<file path="src/rtl/cpu_fetch_s.sv">
// Instruction fetch stage: owns the PC, keeps one L1 read in flight and buffers words for decode.
// Build option FETCH_PERF_EN adds saturating stall/kill event counters as extra outputs.
module cpu_fetch_s #(
    parameter logic [31:0] RESET_PC   = 32'h0000_0000,
    parameter int          FIFO_DEPTH = 2,
    parameter logic [31:0] NOP_INST   = 32'h0000_0013
) (
    input  logic        fetch_clk,
    input  logic        fetch_rst,
    output logic        fetch_il1_req,
    output logic [31:0] fetch_il1_addr,
    input  logic        fetch_il1_ack,
    input  logic [31:0] fetch_il1_data,
    input  logic        fetch_stall,
    input  logic        fetch_kill,
    input  logic [31:0] fetch_redirect_pc,
    output logic        fetch_valid,
    output logic [31:0] fetch_inst,
    output logic [31:0] fetch_pc,
    output logic [31:0] fetch_pc_4
`ifdef FETCH_PERF_EN
    ,
    output logic [31:0] fetch_perf_stall_cnt,
    output logic [31:0] fetch_perf_kill_cnt
`endif
);

    localparam int              PTR_W    = $clog2(FIFO_DEPTH);
    localparam int              CNT_W    = PTR_W + 1;
    localparam logic [CNT_W-1:0] FULL_CNT = CNT_W'(FIFO_DEPTH);

    typedef enum logic [1:0] {
        ST_REQ,
        ST_HOLD,
        ST_DROP
    } state_e;

    state_e             state_q, state_d;
    logic               req_q, req_d;
    logic [31:0]        addr_q, addr_d;
    logic [31:0]        target_q, target_d;
    logic [PTR_W-1:0]   rd_ptr_q, rd_ptr_d;
    logic [PTR_W-1:0]   wr_ptr_q, wr_ptr_d;
    logic [CNT_W-1:0]   count_q, count_d;
    logic [31:0]        fifo_pc_q   [FIFO_DEPTH];
    logic [31:0]        fifo_inst_q [FIFO_DEPTH];

    logic               ack_ok;
    logic               fifo_valid;
    logic               push;
    logic               pop;
    logic [CNT_W-1:0]   count_after;
    logic               slot_free;
    logic [31:0]        redirect_aligned;

    // ack only counts while a request is actually on the bus
    assign ack_ok           = req_q && fetch_il1_ack;
    assign fifo_valid       = (count_q != '0);
    assign push             = ack_ok && (state_q == ST_REQ) && !fetch_kill;
    assign pop              = fifo_valid && !fetch_stall && !fetch_kill;
    assign count_after      = count_q + CNT_W'(push) - CNT_W'(pop);
    assign slot_free        = (count_after < FULL_CNT);
    assign redirect_aligned = fetch_redirect_pc & 32'hFFFF_FFFC;

    always_comb begin
        // NOTE: every signal gets a default first so no path leaves it unassigned (no latch).
        state_d  = state_q;
        addr_d   = addr_q;
        target_d = target_q;
        rd_ptr_d = rd_ptr_q + PTR_W'(pop);
        wr_ptr_d = wr_ptr_q + PTR_W'(push);
        count_d  = count_after;

        if (fetch_kill) begin
            rd_ptr_d = '0;
            wr_ptr_d = '0;
            count_d  = '0;
            if (req_q && !fetch_il1_ack) begin
                // Request still in flight: keep its address on the bus until the L1 answers.
                state_d  = ST_DROP;
                target_d = redirect_aligned;
            end else begin
                state_d = ST_REQ;
                addr_d  = redirect_aligned;
            end
        end else begin
            case (state_q)
                ST_REQ: begin
                    if (push) begin
                        addr_d  = addr_q + 32'd4;
                        state_d = slot_free ? ST_REQ : ST_HOLD;
                    end
                end
                ST_HOLD: begin
                    if (slot_free) begin
                        state_d = ST_REQ;
                    end
                end
                ST_DROP: begin
                    if (ack_ok) begin
                        state_d = ST_REQ;
                        addr_d  = target_q;
                    end
                end
                default: state_d = ST_REQ;
            endcase
        end

        req_d = (state_d != ST_HOLD);
    end

    always_ff @(posedge fetch_clk) begin
        // NOTE: sequential state uses non-blocking assignments so all flops update together.
        if (fetch_rst) begin
            state_q  <= ST_REQ;
            req_q    <= 1'b0;
            addr_q   <= RESET_PC;
            target_q <= RESET_PC;
            rd_ptr_q <= '0;
            wr_ptr_q <= '0;
            count_q  <= '0;
        end else begin
            state_q  <= state_d;
            req_q    <= req_d;
            addr_q   <= addr_d;
            target_q <= target_d;
            rd_ptr_q <= rd_ptr_d;
            wr_ptr_q <= wr_ptr_d;
            count_q  <= count_d;
        end
    end

    // NOTE: buffer storage is not reset; entries are only observed once count_q marks them valid.
    always_ff @(posedge fetch_clk) begin
        if (push) begin
            fifo_pc_q[wr_ptr_q]   <= addr_q;
            fifo_inst_q[wr_ptr_q] <= fetch_il1_data;
        end
    end

    assign fetch_il1_req  = req_q;
    assign fetch_il1_addr = addr_q;
    assign fetch_valid    = fifo_valid;
    assign fetch_inst     = fifo_valid ? fifo_inst_q[rd_ptr_q] : NOP_INST;
    assign fetch_pc       = fifo_valid ? fifo_pc_q[rd_ptr_q] : 32'h0000_0000;
    assign fetch_pc_4     = fetch_pc + 32'd4;

`ifdef FETCH_PERF_EN
    logic [31:0] stall_cnt_q, stall_cnt_d;
    logic [31:0] kill_cnt_q, kill_cnt_d;

    always_comb begin
        stall_cnt_d = stall_cnt_q;
        kill_cnt_d  = kill_cnt_q;
        if (fifo_valid && fetch_stall && (stall_cnt_q != 32'hFFFF_FFFF)) begin
            stall_cnt_d = stall_cnt_q + 32'd1;
        end
        if (fetch_kill && (kill_cnt_q != 32'hFFFF_FFFF)) begin
            kill_cnt_d = kill_cnt_q + 32'd1;
        end
    end

    always_ff @(posedge fetch_clk) begin
        if (fetch_rst) begin
            stall_cnt_q <= '0;
            kill_cnt_q  <= '0;
        end else begin
            stall_cnt_q <= stall_cnt_d;
            kill_cnt_q  <= kill_cnt_d;
        end
    end

    assign fetch_perf_stall_cnt = stall_cnt_q;
    assign fetch_perf_kill_cnt  = kill_cnt_q;
`endif

`ifndef SYNTHESIS
    always_ff @(posedge fetch_clk) begin
        if (!fetch_rst) begin
            assert (!(push && (count_q == FULL_CNT)));
        end
    end
`endif

endmodule

</file>
<file path="config.mk">
export PLATFORM = sky130hd
export DESIGN_NAME = cpu_fetch_s
export DESIGN_NICKNAME = d
export VERILOG_FILES = /design/src/rtl/cpu_fetch_s.sv
export SDC_FILE = /design/constraint.sdc
export NUM_CORES = 1
export LEC_CHECK = 0
export CAP_MARGIN = 0
export CORE_ASPECT_RATIO = 0.75
export CORE_MARGIN = 8
export CORE_UTILIZATION = 45
export CTS_BUF_LIST = sky130_fd_sc_hd__clkbuf_4 sky130_fd_sc_hd__clkbuf_8
export CTS_CLUSTER_DIAMETER = 30
export DETAILED_ROUTE_END_ITERATION = 6
export HOLD_SLACK_MARGIN = 0.02
export PLACE_DENSITY = 0.7
export SKIP_LAST_GASP = 1
export SYNTH_ARGS = -nofsm -noshare
export SYNTH_HDL_FRONTEND = slang
export SYNTH_SLANG_ARGS = --single-unit
</file>
<file path="constraint.sdc">
create_clock -name fetch_clk -period 10.5 [get_ports fetch_clk]
set_clock_uncertainty 0.1 [all_clocks]
set_input_delay 2.625 -clock fetch_clk [delete_from_list [all_inputs] [get_ports fetch_clk]]
set_output_delay 2.625 -clock fetch_clk [all_outputs]
set_load 0.05 [all_outputs]
</file>
Word level (Yosys, flattened, before mapping). Memories as Yosys holds them, arrays and structs flattened. A register that Yosys moved wholly into a read port is not among the register bits. Index checks and enable logic that the tools add are counted. W data, S select, Z words.

Memories kept: 2. Logic and storage cells: 55. Output and inout port bits: 130. Register bits: 69. Memory bits (read-only): 0. Bits in latches: 0. Memory bits (writable): 128. Input bits: 69.

Memory list: fifo_inst_q (words 2, width 32, read ports 1, clocked after Yosys merged registers in 1, wr ports 1, line 46) `logic [31:0] fifo_inst_q [FIFO_DEPTH];`; fifo_pc_q (words 2, width 32, read ports 1, clocked after Yosys merged registers in 1, wr ports 1, line 45) `logic [31:0] fifo_pc_q [FIFO_DEPTH];`.

Eq/ne operators: 6. Shift-type cells: 0. Add/subtract/negate cells: 6. Div/mod/pow operators: 0. $lt $le $gt $ge: 1. Reductions and logical operators: 15. Muxes and demuxes: 18. Multiply operators: 0. Bitwise operators: 0.

Operators with widths (count): $mux W32 (6); $add A32 B3 Y32 const B (2); $pmux W32 S2 (1); $mux W2 (5); $logic_and A1 B1 Y1 (6); $ne A3 B3 Y1 const B (2); $pmux W2 S3 (1); $mux W1 (5); $reduce_and A4 Y1 (1); $logic_not A1 Y1 (3); $reduce_bool A3 Y1 (1); $add A1 B1 Y1 (2); $add A2 B1 Y2 (1); $eq A2 B1 Y1 const B (1); $eq A2 B2 Y1 const B (1); $logic_not A2 Y1 (1); $lt A2 B2 Y1 const B (1); $ne A2 B1 Y1 const B (1); $ne A2 B2 Y1 const B (1); $reduce_and A2 Y1 (1); $reduce_bool A2 Y1 (1); $reduce_or A2 Y1 (1); $sub A2 B1 Y2 (1).

Logic depth before layout (Yosys ltp).
Word-level depth: 11. Depth in mapped cells: 11. Depth with buffers taken out: 7.

Least setup slack after synthesis. No wires, ideal clock.

Kind: register -> output. Start: reg count_q[1]. End: out fetch_pc_4[16]. Data arrival time: 3.891 ns. Path slack: 3.884 ns. Data required time: 7.775 ns. Stages on the path, launching flop included: 12. Path buffers: 4. Cells stage by stage: dfxtp_1 -> nor2_2 -> buf_2 -> buf_4 -> buf_2 -> buf_2 -> nor2_1 -> ha_1 -> nor4b_4 -> nand4_2 -> nor4b_2 -> xor2_1.

Word-level cells in the longest chain between the ends: 3.

RTL lines: start: declaration (line 44) `logic [CNT_W-1:0] count_q, count_d;`; start signal: assignment (line 129) `count_q <= count_d;`; $reduce_bool A2 Y1 (line 58) `assign fifo_valid = (count_q != '0);`; $mux W32 (line 145) `assign fetch_pc = fifo_valid ? fifo_pc_q[rd_ptr_q] : 32'h0000_0000;`; named net fetch_pc[3] (line 19) `output logic [31:0] fetch_pc,`; $add A32 B3 Y32 (line 146) `assign fetch_pc_4 = fetch_pc + 32'd4;`; end: declaration (line 20) `output logic [31:0] fetch_pc_4`.

The timed path passes the listed nets, and every way through them passes these cells.

==> run_results.csv <==
group,metric,value,unit
critical_path,reg2reg_depth,4,
critical_path,worst-path-max-fanout,45,
synth,ys_ff_latch,191,
global_route,grt_first_pass_wirelength,40.0,mm
global_route,antenna_found_initial,0,
critical_path,crit_type,"flip-flop to primary output",
power,pwr-share-clk,30.6,%
sta,fmax,0.141,GHz
floorplan,dieArea,0.0254,sq mm
synth,syn_inst,860,
power,finalPower,1.57,mW
sta,layout_min_cycle_time,7070,ps
clock_tree,h-tree-depth,4,
clock_tree,cts-root-buf,"clkbuf_8",
layout,num-nets-final,1097,
critical_path,end_kind,"primary output",
layout,syn_to_final_growth,26.2,%
floorplan,core_area,0.0202,sq mm
power,pwr-share-comb,14.9,%
synth,synthTopCellsByArea,"edfxtp_1, dfxtp_1, mux2i_1",
min_path,hold_path.class,"flip-flop to flip-flop",
power,p_sw_share,29.6,%
global_route,grt_overflow,0,
min_path,whs_path_depth,2,
layout,fin_cells,1295,
sta,slew_violations,0,
drt,dr.first_iter.drc_count,660,
power,internal-power,1.10,mW
sta,rsz0062_at_grt,"no",
floorplan,initial_core_util,45.7,%
sta,hold_violations,0,
sta,fin_ws,3430,ps
layout,final_cell_mix,"clkdlybuf4s50_1, edfxtp_1, nand2_1",
power,p_leak,3.87,nW
placed_design,placed_cells,1263,
floorplan,die_w,181,um
sta,setup_tns,0,ps
power,p_sw,0.465,mW
sta,max-slew-margin-rel,14.7,%
critical_path,worstSetupStartpointType,"flip-flop",
drt,wl_per_cell,20.1,um
floorplan,num_rows,45,
drt,drt-vias-per-instance,5.64,
power,power_frac_seq,54.5,%
outcome,status,"complete, no violations",
critical_path,crit_required,7780,ps
layout,antennaDiodeCount,0,
drt,dr.pass1.iters,5,
clock_tree,cts_buffer_depth,2,
global_route,grt_max_degree,75,
placed_design,gp_congestion,0.809,
sta,setup_viol,0,
synth,avgSynthCellArea,10.7,sq um
clock_tree,cts_tree,"built",
synth,synth_area_leader_cell,"edfxtp_1",
drt,met1_length,12.9,mm
drt,top_layer,"met4",
synth,synth_edf_count,124,
placed_design,post-place-ws,3890,ps
synth,synth_top_area_share,40.3,%
clock_tree,post_cts_buffers,0,
sta,hold_ws,358,ps
drt,wl_met2,11.0,mm
clock_tree,clock-sinks,191,
drt,vias,7300,
synth,syn_area,0.00924,sq mm
drt,routed-wl-met3,1.93,mm
clock_tree,clk_pin_slew,100,ps
layout,fill_cells,1749,
drt,drt_wl_total,26.0,mm
synth,seq_area_frac_synth,54.8,%
placed_design,dp_hpwl,18.0,mm
drt,drtAntennaViolNets,0,
critical_path,crit_arrival,4340,ps
power,vdd_drop_max,0.0880,mV
layout,layout_commonest_cell,"clkdlybuf4s50_1",
synth,synthArstFlopShare,0,%
clock_tree,numCtsBuffers,17,
global_route,grt_pass1_vias,6792,
placed_design,port_buffers,190,
clock_tree,cts_hold_buf,0,
synth,ys.flop_type,"edfxtp_1",
drt,post-route-drc-count,0,
sta,worstMarginPinSlew,1270,ps
clock_tree,cts_resized,0,
synth,ys_warn_count,0,
flow_run,drv_cap,0,
floorplan,die_height,140,um
synth,synth_cell_types,71,
layout,drive_above_1_share,7.81,%
floorplan,pin_count,199,
clock_tree,insertion_delay,470,ps
global_route,grtUsageTotal,19.9,%
sta,min_period_over_period,67.3,%
power,p_per_area,135,mW/mm^2
kinds of logic (layout without fill, tap and decap cells):
| group | count (synthesis) | count (layout) | synth area share (%) |
|---|---|---|---|
| AO/OA/AOI/OAI | 182 | 182 | 12.8 |
| XOR/XNOR | 38 | 38 | 3.60 |
| adder cells (fa/ha/maj) | 4 | 4 | 0.542 |
| buffers and inverters | 73 | 245 | 3.71 |
| flip-flops | 191 | 191 | 54.8 |
| multiplexers | 65 | 65 | 7.05 |
| other | 1 | 6 | 0.0406 |
| AND/OR/NAND/NOR | 306 | 306 | 17.4 |
cell type report:
class	count	area, sq um	share of cell area (%)
tap	258	323	2.77
clock buffer	17	234	2.01
timing repair buffer	201	1970	16.9
multi-input combinational	601	3860	33.1
inverter	12	45.0	0.386
sequential	191	5070	43.5
clock inverter	15	151	1.30
critical path: stages, from the launching register on:
cell and delay [ps]:
dfxtp_4 750, buf_4 660, mux2i_1 280, nor3_1 450
nand4_2 250, nor4_2 470, xor2_1 180, clkdlybuf4s50_1 820
synth_stat cells (all sizes together), types with 3 or more instances:
master / number
a211oi: 21
a21o: 3
a21oi: 77
a221o: 3
a221oi: 3
a311oi: 6
a31o: 3
a31oi: 8
and2: 5
and3: 10
and4: 5
buf: 30
clkbuf: 31
dfxtp: 67
edfxtp: 124
ha: 4
inv: 11
mux2i: 65
nand2: 97
nand2b: 3
nand3: 24
nand3b: 7
nand4: 13
nor2: 86
nor2b: 3
nor3: 28
nor4: 13
o211ai: 3
o21ai: 33
or3: 5
or4: 4
xnor2: 13
xor2: 25
through the flow:
| stage | area (sq um) | utilization, % |
|---|---|---|
| 2_1_floorplan | 9250 | - |
| 3_3_place_gp | 11300 | 55.8 |
| 3_5_place_dp | 11300 | 55.8 |
| 4_1_cts | 11700 | 57.7 |
| 5_1_grt | 11700 | 57.7 |
| 6_report | 11700 | 57.7 |
sequential cells by signal (all words and copies together), names as in the netlist:
signal / flops
fifo_inst_q: 64
fifo_pc_q: 60
fetch_il1_addr: 30
target_q: 30
count_q: 2
state_q: 2
fetch_il1_req: 1
rd_ptr_q: 1
wr_ptr_q: 1
power by group through the flow:
stage          clock network [mW]  logic [mW]  registers (mW)
2_1_floorplan                   0       0.114           0.895
3_3_place_gp                    0       0.231           0.871
3_5_place_dp                    0       0.233           0.872
4_1_cts                     0.488       0.234           0.855
5_1_grt                     0.514       0.248           0.859
6_report                    0.480       0.234           0.856
metal layers:
metal	vias up	GRT usage, %
li1	3501	-
met1	3501	29.6
met2	279	28.7
met3	19	4.52
met4	0	4.74
met5	-	0
worst paths after layout:
kind / from / endpoint / slack [ps]
worst min register to register: target_q[31] / target_q[31] / 360
worst max-delay path: rd_ptr_q / fetch_pc_4[31] / 3430
worst min-delay path: target_q[31] / target_q[31] / 360
worst max register to register: fetch_il1_req / fifo_pc_q[0][21] / 7640
Power figures use the tool's default switching activity.
